[src/rtl/axi4_slave_write_resp_tracker_if.sv]
// AXI4 write-channel subset (AW/W/B handshakes) seen by the write response tracker.
// wdata is not carried; the tracker only needs beat framing.
interface axi4_slave_write_resp_tracker_if #(
    parameter int unsigned ID_WIDTH  = 4,
    parameter int unsigned LEN_WIDTH = 4
);
    logic [ID_WIDTH-1:0]  awid;
    logic [LEN_WIDTH-1:0] awlen;
    logic                 awvalid;
    logic                 awready;
    logic                 wvalid;
    logic                 wready;
    logic                 wlast;
    logic [ID_WIDTH-1:0]  bid;
    logic [1:0]           bresp;
    logic                 bvalid;
    logic                 bready;

    modport master (
        output awid, awlen, awvalid, wvalid, wlast, bready,
        input  awready, wready, bid, bresp, bvalid
    );

    modport slave (
        input  awid, awlen, awvalid, wvalid, wlast, bready,
        output awready, wready, bid, bresp, bvalid
    );
endinterface

[src/rtl/axi4_slave_write_resp_tracker.sv]
// AXI4 slave write response tracker: queues accepted AWs, frames W bursts, issues in-order B responses.
// Optional AXI4_WLAST_CHECK_EN: terminate on wlast or beat count == awlen, SLVERR unless both coincide.
module axi4_slave_write_resp_tracker #(
    parameter int unsigned DEPTH     = 16,
    parameter int unsigned ID_WIDTH  = 4,
    parameter int unsigned LEN_WIDTH = 4
) (
    input  logic                       aclk,
    input  logic                       aresetn,
    axi4_slave_write_resp_tracker_if.slave bus,
    output logic [$clog2(DEPTH+1)-1:0] outstanding_count,
    output logic                       aw_full
);
    localparam int unsigned CNT_W = $clog2(DEPTH + 1);
    localparam int unsigned PTR_W = (DEPTH > 1) ? $clog2(DEPTH) : 1;
    localparam int unsigned ENT_W = ID_WIDTH + LEN_WIDTH;

    logic [ENT_W-1:0]     mem [DEPTH];
    logic [PTR_W-1:0]     wr_ptr;
    logic [PTR_W-1:0]     rd_ptr;
    logic [CNT_W-1:0]     count;
    logic [LEN_WIDTH-1:0] beat;
    logic                 bvalid_q;
    logic [ID_WIDTH-1:0]  bid_q;
    logic [1:0]           bresp_q;

    logic                 push;
    logic                 w_hs;
    logic                 term;
    logic [1:0]           term_resp;
    logic [ID_WIDTH-1:0]  head_id;
    logic [LEN_WIDTH-1:0] head_len;

    function automatic logic [PTR_W-1:0] next_ptr(input logic [PTR_W-1:0] p);
        return (p == PTR_W'(DEPTH - 1)) ? '0 : p + 1'b1;
    endfunction

    assign aw_full           = (count == CNT_W'(DEPTH));
    assign outstanding_count = count;
    // Both readies come from registered state so a fresh AW cannot enable W in its own cycle.
    assign bus.awready = aresetn && !aw_full;
    assign bus.wready  = aresetn && (count != '0) && !bvalid_q;
    assign bus.bvalid  = bvalid_q;
    assign bus.bid     = bid_q;
    assign bus.bresp   = bresp_q;

    assign push = bus.awvalid && bus.awready;
    assign w_hs = bus.wvalid && bus.wready;
    assign {head_id, head_len} = mem[rd_ptr];

`ifdef AXI4_WLAST_CHECK_EN
    always_comb begin
        term      = w_hs && (bus.wlast || (beat == head_len));
        term_resp = (bus.wlast && (beat == head_len)) ? 2'b00 : 2'b10;
    end
`else
    logic unused_len;
    assign unused_len = ^{head_len};

    always_comb begin
        term      = w_hs && bus.wlast;
        term_resp = 2'b00;
    end
`endif

    always_ff @(posedge aclk) begin
        if (push) begin
            mem[wr_ptr] <= {bus.awid, bus.awlen};
        end
    end

    always_ff @(posedge aclk) begin
        if (!aresetn) begin
            wr_ptr   <= '0;
            rd_ptr   <= '0;
            count    <= '0;
            beat     <= '0;
            bvalid_q <= 1'b0;
            bid_q    <= '0;
            bresp_q  <= '0;
        end else begin
            if (push) begin
                wr_ptr <= next_ptr(wr_ptr);
            end
            if (term) begin
                rd_ptr <= next_ptr(rd_ptr);
            end
            case ({push, term})
                2'b10:   count <= count + 1'b1;
                2'b01:   count <= count - 1'b1;
                default: count <= count;
            endcase

            if (term) begin
                beat <= '0;
            end else if (w_hs) begin
                beat <= beat + 1'b1;
            end

            // wready is low while bvalid is high, so set and clear never collide.
            if (term) begin
                bvalid_q <= 1'b1;
                bid_q    <= head_id;
                bresp_q  <= term_resp;
            end else if (bvalid_q && bus.bready) begin
                bvalid_q <= 1'b0;
            end
        end
    end
endmodule

[src/flat_wrapper.sv]
// flat-port wrapper written by rule: the top's interface ports become plain ports
module axi4_slave_write_resp_tracker_flat 
#(
    parameter int unsigned DEPTH     = 16,
    parameter int unsigned ID_WIDTH  = 4,
    parameter int unsigned LEN_WIDTH = 4
)
  (aclk, aresetn, outstanding_count, aw_full, bus_awid, bus_awlen, bus_awvalid, bus_wvalid, bus_wlast, bus_bready, bus_awready, bus_wready, bus_bid, bus_bresp, bus_bvalid);
  axi4_slave_write_resp_tracker_if #(.ID_WIDTH(ID_WIDTH), .LEN_WIDTH(LEN_WIDTH)) bus_i ();
  input  logic aclk;
  input  logic aresetn;
  output logic [$clog2(DEPTH+1)-1:0] outstanding_count;
  output logic aw_full;
  input wire logic [$bits(bus_i.awid)-1:0] bus_awid;
  input wire logic [$bits(bus_i.awlen)-1:0] bus_awlen;
  input wire logic [$bits(bus_i.awvalid)-1:0] bus_awvalid;
  input wire logic [$bits(bus_i.wvalid)-1:0] bus_wvalid;
  input wire logic [$bits(bus_i.wlast)-1:0] bus_wlast;
  input wire logic [$bits(bus_i.bready)-1:0] bus_bready;
  output wire logic [$bits(bus_i.awready)-1:0] bus_awready;
  output wire logic [$bits(bus_i.wready)-1:0] bus_wready;
  output wire logic [$bits(bus_i.bid)-1:0] bus_bid;
  output wire logic [$bits(bus_i.bresp)-1:0] bus_bresp;
  output wire logic [$bits(bus_i.bvalid)-1:0] bus_bvalid;
  assign bus_i.awid = bus_awid;
  assign bus_i.awlen = bus_awlen;
  assign bus_i.awvalid = bus_awvalid;
  assign bus_i.wvalid = bus_wvalid;
  assign bus_i.wlast = bus_wlast;
  assign bus_i.bready = bus_bready;
  assign bus_awready = bus_i.awready;
  assign bus_wready = bus_i.wready;
  assign bus_bid = bus_i.bid;
  assign bus_bresp = bus_i.bresp;
  assign bus_bvalid = bus_i.bvalid;
  axi4_slave_write_resp_tracker #(.DEPTH(DEPTH), .ID_WIDTH(ID_WIDTH), .LEN_WIDTH(LEN_WIDTH)) u_core (.aclk(aclk), .aresetn(aresetn), .bus(bus_i), .outstanding_count(outstanding_count), .aw_full(aw_full));
endmodule
[config.mk]
export PLATFORM = sky130hd
export DESIGN_NAME = axi4_slave_write_resp_tracker_flat
export DESIGN_NICKNAME = d
export VERILOG_FILES = /design/src/rtl/axi4_slave_write_resp_tracker_if.sv /design/src/rtl/axi4_slave_write_resp_tracker.sv /design/src/flat_wrapper.sv
export SDC_FILE = /design/constraint.sdc
export NUM_CORES = 1
export LEC_CHECK = 0
export CORE_MARGIN = 2
export CORE_UTILIZATION = 35
export CTS_BUF_LIST = sky130_fd_sc_hd__clkbuf_4
export CTS_CLUSTER_DIAMETER = 60
export CTS_CLUSTER_SIZE = 30
export DETAILED_ROUTE_END_ITERATION = 6
export PLACE_DENSITY = 0.59
export SETUP_SLACK_MARGIN = 0.2
export SYNTH_ARGS = -nofsm -noshare
export SYNTH_HDL_FRONTEND = slang
export SYNTH_SLANG_ARGS = --single-unit
[constraint.sdc]
create_clock -name aclk -period 7.2 [get_ports aclk]
set_input_delay 0.72 -clock aclk [delete_from_list [all_inputs] [get_ports aclk]]
set_output_delay 0.72 -clock aclk [all_outputs]
set_load 0.02 [all_outputs]
---- Yosys cells after proc, flatten, opt, wreduce, memory -nomap -nowiden ----
Memories as Yosys holds them, arrays and structs flattened. A register that Yosys moved wholly into a read port is not among the register bits.
Cells that the tools add are included.
storage, ports and cells
  bits in registers ....................... 14
  latch bits .............................. 0
  RAM bits ................................ 128
  ROM bits ................................ 0
  bits of input ports ..................... 14
  output and inout bits ................... 15
  word-level logic and storage cells ...... 34
  memories ................................ 1
operators by class
  add/subtract/negate cells ............... 4
  $mul .................................... 0
  div/mod/pow operators ................... 0
  order comparisons ....................... 0
  equality and inequality tests ........... 5
  shifts and indexed selects .............. 0
  muxes and demuxes ....................... 7
  bitwise gates (word level) .............. 0
  reduce and logical (&&, ||, !) cells .... 13
memory list
  name        words  bits a word  rd ports  clocked after Yosys merged registers in  wr ports  RTL line                             source
  u_core.mem  16     8            1         1                                        1         axi4_slave_write_resp_tracker.sv:18  logic [ENT_W-1:0] mem [DEPTH];
operators by type and width
  operator                                           count
  one-hot mux 5 bit (2 select lines)                 1
  adder 4 x 1 -> 4 bit (second input constant)       2
  == test 4 bit (second input constant)              2
  two-way mux 4 bit                                  2
  logical AND 1 bit                                  7
  adder 5 x 1 -> 5 bit (second input constant)       1
  == test 5 bit (second input constant)              1
  nonzero test 5 bit                                 1
  subtractor 5 x 1 -> 5 bit (second input constant)  1
  two-way mux 1 bit                                  4
  nonzero test 2 bit                                 2
  zero test 1 bit                                    3
  == test 2 x 1 -> 1 bit (second input constant)     1
  == test 2 bit (second input constant)              1

---- Depth between registers and ports, before layout ----
Gate-level depths: netlist (run 1).
  depth in word-level cells ............... 7
  gate-level depth with buffers ........... 13
  depth with buffers taken out ............ 11

---- Least setup slack after synthesis (run 1) ----
OpenSTA, ideal clock, no wires.
  kind .................................... input to register
  start point ............................. input port aresetn
  end point ............................... register u_core.count[4] (netlist: u_core.outstanding_count[4])
  arrival ................................. 3.021 ns
  required time ........................... 7.082 ns
  setup slack ............................. 4.061 ns
  cell stages on the path ................. 13
  buffers on the path ..................... 2
  path through ............................ nand2b_1 -> a21oi_2 -> and3_1 -> buf_6 -> buf_2 -> ha_1 -> inv_1 -> fa_1 -> nor2b_1 -> o21ai_0 -> nand3_1 -> or3b_2 -> mux2i_1
between the ends
  cells in the longest elaborated chain, start to end .. 6
ends and longest elaborated chain
  element                                                                          RTL line                             source
  start, declared                                                                  flat_wrapper.sv:11                   input logic aresetn;
  logical AND 1 bit * (2 in series)                                                axi4_slave_write_resp_tracker.sv:42  assign bus.wready = aresetn && (count != '0) && !bvalid_q;
  named net bus_wready                                                             flat_wrapper.sv:21                   output wire logic [$bits(bus_i.wready)-1:0] bus_wready;
  logical AND 1 bit *                                                              axi4_slave_write_resp_tracker.sv:48  assign w_hs = bus.wvalid && bus.wready;
  logical AND 1 bit *                                                              axi4_slave_write_resp_tracker.sv:61  term = w_hs && bus.wlast;
  named net u_core.term                                                            axi4_slave_write_resp_tracker.sv:29  logic term;
  == test 2 x 1 -> 1 bit / == test 2 bit (equally long branches)                   axi4_slave_write_resp_tracker.sv:88  case ({push, term})
  one-hot mux 5 bit (2 select lines) / nonzero test 2 bit (equally long branches)  -
  end signal, assigned                                                             axi4_slave_write_resp_tracker.sv:89  2'b10: count <= count + 1'b1;
  end signal, assigned                                                             axi4_slave_write_resp_tracker.sv:90  2'b01: count <= count - 1'b1;
  end signal, assigned                                                             axi4_slave_write_resp_tracker.sv:91  default: count <= count;
  end, declared                                                                    axi4_slave_write_resp_tracker.sv:21  logic [CNT_W-1:0] count;
The timed path passes the listed nets; every way through them passes the cells marked *.
A chain may end at the register's enable or synchronous reset.

---- Worst setup path in the final report (run 1) ----
  start point ............................. input port aresetn
  end point ............................... register u_core.count[4] (netlist: u_core.outstanding_count[4])
between the ends
  cells in the longest elaborated chain, start to end .. 6
ends and longest elaborated chain
  element                                                                          RTL line
  logical AND 1 bit (2 in series)                                                  axi4_slave_write_resp_tracker.sv:42
  logical AND 1 bit                                                                axi4_slave_write_resp_tracker.sv:48
  logical AND 1 bit                                                                axi4_slave_write_resp_tracker.sv:61
  == test 2 x 1 -> 1 bit / == test 2 bit (equally long branches)                   axi4_slave_write_resp_tracker.sv:88
  one-hot mux 5 bit (2 select lines) / nonzero test 2 bit (equally long branches)  -
Several ways; a longest one is shown, not always the timed one.

==> impl_metrics.prom, run 1 <==
# TYPE chip_impl_metric gauge
chip_impl_metric{name="via_count",unit=""} 2018
chip_impl_metric{name="final.min_clock_period",unit="ps"} 4010
chip_impl_metric{name="post_cts_gate_resize_count",unit=""} 0
chip_impl_metric{name="sequential_element_share_of_the_synthesized_area",unit="%"} 64.5
chip_impl_metric{name="drive_above_1_share",unit="%"} 10.1
chip_impl_metric{name="p_clk_share",unit="%"} 35.8
chip_impl_metric{name="cts_max_path_buffers",unit=""} 2
chip_impl_metric{name="gpl.final_weighted_congestion",unit=""} 0.761
chip_impl_metric{name="power_density",unit="nW/um^2"} 221
chip_impl_metric{name="power.ir.vdd_worst",unit="mV"} 0.0838
chip_impl_metric{name="cts_setup_buffers",unit=""} 0
chip_impl_metric{name="dp_slack",unit="ps"} 2750
chip_impl_metric{name="synth_largest_type_area_fraction",unit="%"} 54.3
chip_impl_metric{name="critical_path_max_stage_delay",unit="ps"} 1030
chip_impl_info{name="ys_top_cells_by_area",value="edfxtp_1, dfxtp_1, mux2i_1"} 1
chip_impl_metric{name="fmax",unit="MHz"} 249
chip_impl_metric{name="critPathMaxFanout",unit=""} 26
chip_impl_metric{name="post_dr_wirelength_cell",unit="um"} 16.0
chip_impl_metric{name="grt_overflow",unit=""} 0
chip_impl_metric{name="boundaryPins",unit=""} 29
chip_impl_metric{name="die_w",unit="um"} 105
chip_impl_metric{name="power.sequential.fraction",unit="%"} 58.6
chip_impl_metric{name="post-dp-hpwl",unit="mm"} 4.40
chip_impl_metric{name="cp_data_arrival_time",unit="ps"} 4340
chip_impl_metric{name="first_global_vias",unit=""} 1960
chip_impl_metric{name="hold-worst-slack",unit="ps"} 528
chip_impl_metric{name="area_delta_synth_final",unit="%"} 13.5
chip_impl_metric{name="cell_internal_pwr",unit="mW"} 0.684
chip_impl_metric{name="total_of_endpoints_with_negative_setup_slack_in_the_final_report",unit=""} 0
chip_impl_metric{name="die_y",unit="um"} 105
chip_impl_metric{name="synth_edf_count",unit=""} 64
chip_impl_info{name="startpoint_type",value="input pin"} 1
chip_impl_metric{name="clk_pin_slew",unit="ps"} 130
chip_impl_metric{name="final_core_util",unit="%"} 41.1
chip_impl_info{name="outcome",value="finished clean"} 1
chip_impl_metric{name="worst_slack",unit="ps"} 3190
chip_impl_metric{name="floorplan_row_count",unit=""} 36
chip_impl_info{name="grt_setup_unrepaired",value="false"} 1
chip_impl_metric{name="grt_antenna_before_repair",unit=""} 0
chip_impl_info{name="timing.critical_path.slowest_stage_cell",value="clkdlybuf4s50_1"} 1
chip_impl_metric{name="leakagePower",unit="nW"} 1.30
chip_impl_metric{name="yosysUniqueCellTypes",unit=""} 37
chip_impl_info{name="holdCritPathClass",value="reg -> reg"} 1
chip_impl_metric{name="core_area",unit="sq um"} 9770
chip_impl_metric{name="net-switching-power",unit="mW"} 0.204
chip_impl_info{name="worst-setup-path-type",value="in -> reg"} 1
chip_impl_metric{name="largest_net_degree_at_the_start_of_global_routing",unit=""} 30
chip_impl_info{name="synth_top_cell_by_area",value="edfxtp_1"} 1
chip_impl_metric{name="synth.avg_cell_area",unit="sq um"} 13.9
chip_impl_metric{name="final_antenna_net_count",unit=""} 0
chip_impl_metric{name="cts_htree_levels",unit=""} 3
chip_impl_metric{name="tns",unit="ps"} 0
chip_impl_metric{name="routed_wl",unit="mm"} 6.55
chip_impl_metric{name="final_nets",unit=""} 295
chip_impl_metric{name="layout.filler_cells",unit=""} 937
chip_impl_metric{name="grtUsageTotal",unit="%"} 12.5
chip_impl_metric{name="cp_num_buf_inv",unit=""} 2
chip_impl_metric{name="drt_pass1_iterations",unit=""} 4
chip_impl_metric{name="post-route-drc-count",unit=""} 0
chip_impl_metric{name="synth_seq_cells",unit=""} 82
chip_impl_metric{name="clock_sinks",unit=""} 82
chip_impl_metric{name="relSlewSlack",unit="%"} 21.5
chip_impl_metric{name="port_buffers",unit=""} 22
chip_impl_metric{name="netlist_area",unit="sq um"} 3540
chip_impl_metric{name="cts.hold.buffers_added",unit=""} 0
chip_impl_info{name="cp_top_delay_family",value="simple AND/OR/NAND/NOR gates"} 1
chip_impl_metric{name="cp.required",unit="ps"} 7530
chip_impl_metric{name="via_per_inst",unit=""} 4.93
chip_impl_info{name="clock_tree_root_buffer_cell",value="clkbuf_4"} 1
chip_impl_metric{name="ys.warnings.count",unit=""} 0
chip_impl_metric{name="timing.final.max_slew_violations",unit=""} 0
chip_impl_info{name="end_kind",value="register"} 1
chip_impl_metric{name="diodes",unit=""} 0
chip_impl_info{name="cp_cell_sequence",value="clkdlybuf4s50_1 > nand2b_1 > a21oi_2 > and3_1 > ha_1 > inv_1 > fa_1 > nor2b_1 > o21ai_0 > nand3_1 > or3b_2 > mux2i_1"} 1
chip_impl_metric{name="power.combinational.fraction",unit="%"} 5.7
chip_impl_metric{name="final.period_utilization",unit="%"} 55.8
chip_impl_metric{name="drt_iter0_drc",unit=""} 131
chip_impl_metric{name="worst_skew_pair.late_latency",unit="ps"} 430
chip_impl_metric{name="synth_cells",unit=""} 254
chip_impl_metric{name="dieArea",unit="sq um"} 10900
chip_impl_metric{name="max_slew.worst_pin.slew",unit="ps"} 1170
chip_impl_metric{name="clock-skew-final",unit="ps"} 18.0
chip_impl_metric{name="floorplan.initialDensity",unit="%"} 36.2
chip_impl_metric{name="sequential_cell_area",unit="sq um"} 2280
chip_impl_metric{name="tritoncts_buffers",unit=""} 9
chip_impl_metric{name="grt_first_pass_wirelength",unit="mm"} 10.3
chip_impl_metric{name="power.switching_fraction",unit="%"} 23.0
chip_impl_metric{name="max_cap_violations",unit=""} 0
chip_impl_metric{name="multiInputGateArea",unit="sq um"} 1140
chip_impl_info{name="synthFlopType",value="edfxtp_1"} 1
chip_impl_info{name="cts_tree",value="done"} 1
chip_impl_metric{name="ys_async_sr_fraction",unit="%"} 0
chip_impl_metric{name="hold_violations",unit=""} 0
==> per-layer routing <==
metal | part of all wire [%] | vias up | track usage, %
li1 | - | 985 | -
met2 | 48 | 35 | 19.8
met4 | 1.5 | 0 | 5.79
met1 | 47 | 991 | 16.5
met3 | 3.8 | 7 | 2.56
met5 | 0 | - | 0
==> synthesized netlist by cell type, types with 2 or more instances <==
| master | n |
|---|---|
| nor2b_1 | 7 |
| ha_1 | 9 |
| a22oi_1 | 5 |
| xor2_1 | 2 |
| mux4_2 | 8 |
| nand2b_1 | 5 |
| mux2i_1 | 20 |
| inv_1 | 9 |
| nand3_1 | 7 |
| o21ai_0 | 9 |
| nor2_1 | 15 |
| clkbuf_1 | 7 |
| a31oi_1 | 10 |
| buf_4 | 2 |
| nor3_1 | 5 |
| and2_1 | 5 |
| nand2_1 | 11 |
| a21o_1 | 2 |
| a21oi_1 | 4 |
| and3_1 | 2 |
| edfxtp_1 | 64 |
| o22ai_1 | 8 |
| dfxtp_1 | 18 |
| buf_2 | 7 |
==> final timing paths <==
check                                   start                           to  slack [ps]  cells after the start
setup / recovery                      aresetn  u_core.outstanding_count[4]        3190                     12
hold / removal    u_core.outstanding_count[4]  u_core.outstanding_count[4]         530                      2
setup reg to reg  u_core.outstanding_count[0]  u_core.outstanding_count[4]        3830                     10
hold reg to reg   u_core.outstanding_count[4]  u_core.outstanding_count[4]         530                      2
==> state kept, by name, indices dropped and copies added (netlist names) <==
register / flops
u_core.rd_ptr: 4
u_core.outstanding_count: 5
u_core.wr_ptr: 4
u_core.mem: 64
u_core.bus.bid: 4
u_core.bus.bvalid: 1
==> worst min-delay path: cells and delay by family, from the launching register on <==
kind	cells	cell delay, ps
DFF	1	370
muxes	1	60
and+or+nand+nor	1	70
==> cell type report <==
type / count / area share, %
clock inverter: 7 / 2.65
tap: 133 / 4.14
sequential: 82 / 56.9
multi-input combinational: 147 / 28.3
timing repair buffer: 22 / 5.48
inverter: 9 / 0.841
clock buffer: 9 / 1.68
==> power groups by stage <==
stage               clock (mW)  sequential (mW)  combinational [mW]
global route             0.343            0.521              0.0558
CTS                      0.326            0.520              0.0509
finish                   0.318            0.520              0.0502
global placement             0            0.530              0.0499
floorplan                    0            0.532              0.0275
detailed placement           0            0.531              0.0507
==> cell families (layout without fill, tap and decap cells) <==
kind of cell               after synthesis  count (layout)  share of synthesized area, %
AOI/OAI and AO/OA                       42              42                          7.46
xor gates and xnor gates                 3               3                         0.743
adders and majority gates               10              10                          3.75
buffers and inverters                   26              47                          3.43
DFF                                     82              82                          64.5
muxes                                   28              28                          10.8
other                                    1               2                         0.106
and+or+nand+nor                         62              62                          9.23
==> per-stage QoR <==
stage / power, mW / instance area (sq um) / std cells
2_1_floorplan: 0.559 / 3540 / 255
3_3_place_gp: 0.580 / 3840 / 393
3_5_place_dp: 0.581 / 3840 / 393
4_1_cts: 0.896 / 4020 / 409
5_1_grt: 0.920 / 4020 / 409
6_report: 0.888 / 4020 / 409
==> placed cells by master (no fill, tap or decap), drive strengths merged <==
cell type      synthesis  final
a21boi                 1      1
a21o                   2      2
a21oi                  5      5
a22oi                  5      5
a31oi                 10     10
a41o                   1      1
and2                   5      5
and3                   2      2
bufinv                 0      2
clkbuf                 7      9
clkdlybuf4s50          0     22
clkinv                 0      1
conb                   1      2
dfxtp                 18     18
edfxtp                64     64
fa                     1      1
ha                     9      9
inv                    9     13
mux2i                 20     20
mux4                   8      8
nand2                 11     11
nand2b                 5      5
nand3                  7      7
nand3b                 1      1
nand4                  1      1
nor2                  15     15
nor2b                  7      7
nor3                   5      5
nor4                   1      1
o21a                   1      1
o21ai                  9      9
o22ai                  8      8
or3                    1      1
or3b                   1      1
xnor2                  1      1
xor2                   2      2
(Power assumes the default switching activity.)
==> run 2, diff against run 1 <==
Settings changed: PLACE_DENSITY 0.59 to 0.61.
Clock period 7.2 ns to 3.2 ns, I/O delays scaled along.
==> impl_metrics.prom, run 2 (synthesized netlist as in run 1, its figures left out) <==
# TYPE chip_impl_metric gauge
chip_impl_metric{name="critical_path_max_stage_delay",unit="ps"} 460
chip_impl_metric{name="drt_pass1_iterations",unit=""} 4
chip_impl_metric{name="die_w",unit="um"} 105
chip_impl_metric{name="grt_first_pass_wirelength",unit="mm"} 10.4
chip_impl_metric{name="grt_antenna_before_repair",unit=""} 0
chip_impl_metric{name="power.ir.vdd_worst",unit="mV"} 0.166
chip_impl_info{name="cts_tree",value="done"} 1
chip_impl_metric{name="clk_pin_slew",unit="ps"} 130
chip_impl_metric{name="grt_overflow",unit=""} 0
chip_impl_metric{name="first_global_vias",unit=""} 2032
chip_impl_metric{name="leakagePower",unit="nW"} 1.30
chip_impl_metric{name="worst_skew_pair.late_latency",unit="ps"} 430
chip_impl_info{name="clock_tree_root_buffer_cell",value="clkbuf_4"} 1
chip_impl_metric{name="cp_data_arrival_time",unit="ps"} 3060
chip_impl_metric{name="post_cts_gate_resize_count",unit=""} 0
chip_impl_metric{name="stdcell_area",unit="sq um"} 4000
chip_impl_metric{name="number_of_standard_cells_in_the_final_layout_excluding_fillers",unit=""} 413
chip_impl_metric{name="cts.hold.buffers_added",unit=""} 0
chip_impl_metric{name="post_dr_wirelength_cell",unit="um"} 15.8
chip_impl_info{name="critical-path-top-cell-by-count",value="ha_1"} 1
chip_impl_metric{name="tns",unit="ps"} 0
chip_impl_info{name="worstHoldEndpoint",value="u_core.outstanding_count[4]"} 1
chip_impl_info{name="grt_setup_unrepaired",value="false"} 1
chip_impl_info{name="timing.critical_path.slowest_stage_cell",value="or3b_2"} 1
chip_impl_metric{name="total_of_endpoints_with_negative_setup_slack_in_the_final_report",unit=""} 0
chip_impl_metric{name="fmax",unit="MHz"} 367
chip_impl_metric{name="dp_slack",unit="ps"} 138
chip_impl_metric{name="largest_net_degree_at_the_start_of_global_routing",unit=""} 30
chip_impl_metric{name="dpl-instance-area",unit="sq um"} 3870
chip_impl_metric{name="port_buffers",unit=""} 22
chip_impl_metric{name="diodes",unit=""} 0
chip_impl_metric{name="floorplan.initialDensity",unit="%"} 36.2
chip_impl_info{name="cp_cell_sequence",value="nor4_4 > a21oi_2 > and3_1 > ha_1 > ha_1 > nor2b_1 > o21ai_0 > a21oi_1 > or3b_2 > mux2i_1"} 1
chip_impl_metric{name="worst_slack",unit="ps"} 472
chip_impl_metric{name="worstHoldPathCells",unit=""} 2
chip_impl_metric{name="cts_htree_levels",unit=""} 3
chip_impl_metric{name="boundaryPins",unit=""} 29
chip_impl_info{name="most-common-layout-cells",value="edfxtp_1, clkdlybuf4s50_1, mux2i_1"} 1
chip_impl_info{name="outcome",value="finished clean"} 1
chip_impl_metric{name="final.period_utilization",unit="%"} 85.2
chip_impl_metric{name="final.min_clock_period",unit="ps"} 2730
chip_impl_metric{name="max_cap_violations",unit=""} 0
chip_impl_metric{name="area_delta_synth_final",unit="%"} 13.1
chip_impl_metric{name="floorplan_row_count",unit=""} 36
chip_impl_metric{name="cts_max_path_buffers",unit=""} 2
chip_impl_metric{name="tritoncts_buffers",unit=""} 9
chip_impl_metric{name="core_area",unit="sq um"} 9770
chip_impl_info{name="end_kind",value="register"} 1
chip_impl_metric{name="cts_setup_buffers",unit=""} 0
chip_impl_info{name="max_flop_register",value="u_core.mem"} 1
chip_impl_info{name="hold_path.startpoint",value="u_core.outstanding_count[4]"} 1
chip_impl_metric{name="via_per_inst",unit=""} 4.98
chip_impl_metric{name="grtUsageTotal",unit="%"} 12.4
chip_impl_info{name="layout_commonest_cell",value="edfxtp_1"} 1
chip_impl_metric{name="hold_violations",unit=""} 0
chip_impl_info{name="holdCritPathClass",value="reg -> reg"} 1
chip_impl_info{name="startpoint_type",value="register"} 1
chip_impl_metric{name="layout.filler_cells",unit=""} 912
chip_impl_metric{name="drive_above_1_share",unit="%"} 12.1
chip_impl_info{name="worst-setup-path-type",value="reg -> reg"} 1
chip_impl_metric{name="clock_sinks",unit=""} 82
chip_impl_info{name="crit-reg2reg-capture",value="u_core.outstanding_count[4]"} 1
chip_impl_metric{name="via_count",unit=""} 2056
chip_impl_metric{name="ff2ff_setup_slack",unit="ps"} 470
chip_impl_metric{name="gpl.final_weighted_congestion",unit=""} 0.765
chip_impl_metric{name="ff2ff_path_depth",unit=""} 10
chip_impl_metric{name="relSlewSlack",unit="%"} 46.5
chip_impl_metric{name="post-route-drc-count",unit=""} 0
chip_impl_metric{name="final_nets",unit=""} 299
chip_impl_metric{name="dieArea",unit="sq um"} 10900
chip_impl_metric{name="max_slew.worst_pin.slew",unit="ps"} 802
chip_impl_metric{name="cp.required",unit="ps"} 3530
chip_impl_metric{name="dp.cells",unit=""} 397
chip_impl_metric{name="post-dp-hpwl",unit="mm"} 4.43
chip_impl_metric{name="final_antenna_net_count",unit=""} 0
chip_impl_info{name="crit-reg2reg-launch",value="u_core.outstanding_count[3]"} 1
chip_impl_metric{name="routed_wl",unit="mm"} 6.51
chip_impl_metric{name="die_y",unit="um"} 105
chip_impl_metric{name="clock-skew-final",unit="ps"} 20.6
chip_impl_metric{name="largest_register_ffs",unit=""} 64
chip_impl_metric{name="timing.final.max_slew_violations",unit=""} 0
chip_impl_metric{name="power_density",unit="nW/um^2"} 461
chip_impl_metric{name="drt_iter0_drc",unit=""} 130
chip_impl_metric{name="critPathMaxFanout",unit=""} 4
-- run 2: cell count changes in the layout (fill, tap and decap cells not counted), sizes merged --
cell and delta:
buf +4, bufinv -2, clkinvlp +1, inv +1
-- run 2: layer usage --
layer | vias up | routed length [um] | GRT usage (%) | part of all wire, %
li1 | 989 | - | - | -
met1 | 1014 | 2980 | 16.6 | 46
met2 | 47 | 3150 | 19.3 | 48
met3 | 6 | 283 | 2.68 | 4.3
met4 | 0 | 93 | 5.79 | 1.4
met5 | - | 0 | 0 | 0
-- run 2: report_power, final --
| part | internal [mW] | total (mW) | switching [mW] |
|---|---|---|---|
| sequential | 1.16 | 1.17 | 0.0118 |
| combinational | 0.0506 | 0.115 | 0.0647 |
| clock | 0.175 | 0.557 | 0.382 |
| total | 1.38 | 1.84 | 0.459 |
-- run 2: cell type report --
type | instances | area, sq um | area share [%]
sequential | 82 | 2290 | 57.1
clock inverter | 7 | 58.8 | 1.47
tap | 133 | 166 | 4.16
inverter | 9 | 33.8 | 0.845
multi-input combinational | 147 | 1140 | 28.4
timing repair buffer | 26 | 250 | 6.26
clock buffer | 9 | 67.6 | 1.69
-- run 2: worst max path at each step --
stage | from | to | slack [ps] | cells past startpoint
after floorplan | u_core.outstanding_count[2] | u_core.outstanding_count[4] | 230 | 13
final | u_core.outstanding_count[3] | u_core.outstanding_count[4] | 470 | 10
after global placement | aresetn | u_core.outstanding_count[4] | 250 | 12
after global routing | u_core.outstanding_count[0] | u_core.outstanding_count[4] | 280 | 11
after CTS | u_core.outstanding_count[3] | u_core.outstanding_count[4] | 450 | 10
after detailed placement | aresetn | u_core.outstanding_count[4] | 140 | 12
-- run 2: worst max-delay path: cells and delay by family (launching register included) --
kind / cells / cell delay (ps)
DFF: 1 / 370
muxes: 1 / 130
and+or+nand+nor: 4 / 1150
adders and majority gates: 2 / 590
AOI/OAI and AO/OA: 3 / 410
-- run 2: per-stage QoR --
| step | power [mW] | utilization (%) | hold slack (ps) |
|---|---|---|---|
| after detailed placement | 1.31 | 39.6 | 501 |
| after CTS | 1.86 | 40.9 | 505 |
| after floorplan | 1.26 | - | 419 |
| final | 1.84 | 40.9 | 517 |
| after global routing | 1.92 | 40.9 | 543 |
| after global placement | 1.31 | 39.6 | 492 |
==> run 3, diff against run 2 <==
Settings changed: PLACE_DENSITY 0.61 to 0.67.
==> impl_metrics.prom, run 3 (synthesized netlist as in run 1, its figures left out) <==
# TYPE chip_impl_metric gauge
chip_impl_metric{name="via_count",unit=""} 2023
chip_impl_metric{name="floorplan_row_count",unit=""} 36
chip_impl_metric{name="cp_data_arrival_time",unit="ps"} 3060
chip_impl_info{name="crit-reg2reg-launch",value="u_core.outstanding_count[3]"} 1
chip_impl_metric{name="cts_setup_buffers",unit=""} 0
chip_impl_metric{name="multiInputGateArea",unit="sq um"} 1140
chip_impl_metric{name="hold_violations",unit=""} 0
chip_impl_metric{name="drt_pass1_iterations",unit=""} 4
chip_impl_metric{name="largest_net_degree_at_the_start_of_global_routing",unit=""} 30
chip_impl_metric{name="ff2ff_path_depth",unit=""} 10
chip_impl_info{name="cts_tree",value="done"} 1
chip_impl_info{name="clock_tree_root_buffer_cell",value="clkbuf_4"} 1
chip_impl_info{name="outcome",value="finished clean"} 1
chip_impl_metric{name="gpl.final_weighted_congestion",unit=""} 0.736
chip_impl_metric{name="diodes",unit=""} 0
chip_impl_metric{name="grt_overflow",unit=""} 0
chip_impl_metric{name="grt_antenna_before_repair",unit=""} 0
chip_impl_metric{name="drive_above_1_share",unit="%"} 12.1
chip_impl_metric{name="via_per_inst",unit=""} 4.90
chip_impl_metric{name="final.period_utilization",unit="%"} 85.2
chip_impl_metric{name="routed_wl",unit="mm"} 6.12
chip_impl_metric{name="layout.filler_cells",unit=""} 912
chip_impl_info{name="worst-setup-path-type",value="reg -> reg"} 1
chip_impl_metric{name="post_dr_wirelength_cell",unit="um"} 14.8
chip_impl_metric{name="clk_pin_slew",unit="ps"} 140
chip_impl_metric{name="post_cts_gate_resize_count",unit=""} 0
chip_impl_metric{name="tritoncts_buffers",unit=""} 9
chip_impl_metric{name="sequential_cell_area",unit="sq um"} 2290
chip_impl_info{name="layout_commonest_cell",value="edfxtp_1"} 1
chip_impl_metric{name="total_of_endpoints_with_negative_setup_slack_in_the_final_report",unit=""} 0
chip_impl_info{name="end_kind",value="register"} 1
chip_impl_metric{name="die_w",unit="um"} 105
chip_impl_metric{name="die_y",unit="um"} 105
chip_impl_metric{name="final_antenna_net_count",unit=""} 0
chip_impl_metric{name="leakagePower",unit="nW"} 1.32
chip_impl_metric{name="port_buffers",unit=""} 22
chip_impl_metric{name="clock-skew-final",unit="ps"} 14.7
chip_impl_info{name="startpoint_type",value="register"} 1
chip_impl_metric{name="grtUsageTotal",unit="%"} 11.9
chip_impl_metric{name="clock_sinks",unit=""} 82
chip_impl_metric{name="core_area",unit="sq um"} 9770
chip_impl_metric{name="worst_skew_pair.late_latency",unit="ps"} 420
chip_impl_metric{name="fmax",unit="MHz"} 367
chip_impl_metric{name="timing.final.max_slew_violations",unit=""} 0
chip_impl_metric{name="cts_max_path_buffers",unit=""} 2
chip_impl_info{name="max_flop_register",value="u_core.mem"} 1
chip_impl_info{name="grt_setup_unrepaired",value="false"} 1
chip_impl_metric{name="largest_register_ffs",unit=""} 64
chip_impl_metric{name="max_slew.worst_pin.slew",unit="ps"} 832
chip_impl_metric{name="power_density",unit="nW/um^2"} 494
chip_impl_metric{name="tns",unit="ps"} 0
chip_impl_metric{name="boundaryPins",unit=""} 29
chip_impl_metric{name="relSlewSlack",unit="%"} 44.5
chip_impl_metric{name="dieArea",unit="sq um"} 10900
chip_impl_metric{name="area_delta_synth_final",unit="%"} 14.5
chip_impl_info{name="most-common-layout-cells",value="edfxtp_1, clkdlybuf4s50_1, mux2i_1"} 1
chip_impl_metric{name="post-route-drc-count",unit=""} 0
chip_impl_metric{name="cp.required",unit="ps"} 3540
chip_impl_metric{name="final_nets",unit=""} 299
chip_impl_info{name="hold_path.startpoint",value="u_core.outstanding_count[4]"} 1
chip_impl_metric{name="max_cap_violations",unit=""} 0
chip_impl_metric{name="critPathMaxFanout",unit=""} 4
chip_impl_metric{name="grt_first_pass_wirelength",unit="mm"} 9.78
chip_impl_metric{name="power.ir.vdd_worst",unit="mV"} 0.203
chip_impl_metric{name="floorplan.initialDensity",unit="%"} 36.2
chip_impl_info{name="holdCritPathClass",value="reg -> reg"} 1
chip_impl_info{name="worstHoldEndpoint",value="u_core.outstanding_count[4]"} 1
chip_impl_metric{name="drt_iter0_drc",unit=""} 160
chip_impl_metric{name="dp.cells",unit=""} 397
chip_impl_metric{name="cts_htree_levels",unit=""} 3
chip_impl_metric{name="cts.hold.buffers_added",unit=""} 0
chip_impl_metric{name="first_global_vias",unit=""} 1904
chip_impl_metric{name="ff2ff_setup_slack",unit="ps"} 470
chip_impl_metric{name="post-dp-hpwl",unit="mm"} 4.17
chip_impl_metric{name="worstHoldPathCells",unit=""} 2
chip_impl_metric{name="number_of_standard_cells_in_the_final_layout_excluding_fillers",unit=""} 413
chip_impl_metric{name="final.min_clock_period",unit="ps"} 2730
chip_impl_info{name="crit-reg2reg-capture",value="u_core.outstanding_count[4]"} 1
==> run 3: critical path, cell delays in order (launching register included) <==
cell and delay [ps]:
dfxtp_2 370, nor4_4 330, a21oi_2 100, and3_1 200, ha_1 250, ha_1 330, nor2b_1 140, o21ai_0 230
a21oi_1 110, or3b_2 460, mux2i_1 120
==> run 3: through the flow <==
step / utilization (%) / setup WS, ps / power [mW] / area [sq um] / hold slack [ps]
floorplan: - / 230 / 1.26 / 3540 / 419
global placement: 39.6 / 229 / 1.31 / 3870 / 494
detailed placement: 39.6 / 182 / 1.31 / 3870 / 498
CTS: 41.4 / 474 / 2.02 / 4050 / 508
global route: 41.4 / 249 / 2.08 / 4050 / 531
finish: 41.4 / 474 / 2.00 / 4050 / 513
==> run 3: power by group <==
part / switching (mW) / internal, mW
clock network: 0.381 / 0.333
logic: 0.0642 / 0.0505
registers: 0.0113 / 1.16
==> run 3: area by class of cell <==
cell class	instances	area share [%]
Timing Repair Buffer	26	6.18
Sequential cell	82	56.4
Clock buffer	9	1.67
Multi-Input combinational cell	147	28.1
Clock inverter	7	2.69
Tap cell	133	4.11
Inverter	9	0.834
==> run 3: worst max-delay path by stage <==
stage / from / end / slack, ps / cells after the start
finish: u_core.outstanding_count[3] / u_core.outstanding_count[4] / 470 / 10
global placement: aresetn / u_core.outstanding_count[4] / 230 / 12
global route: u_core.outstanding_count[3] / u_core.outstanding_count[4] / 250 / 11
CTS: u_core.outstanding_count[3] / u_core.outstanding_count[4] / 470 / 11
floorplan: u_core.outstanding_count[2] / u_core.outstanding_count[4] / 230 / 13
detailed placement: aresetn / u_core.outstanding_count[4] / 180 / 12
==> run 3: per-layer routing <==
layer,track usage [%],vias to the layer above,part of all wire [%]
met5,0,-,0
met4,3.76,0,1.4
met2,18.8,34,47
met1,15.4,996,48
met3,4.05,6,3.5
li1,-,987,-
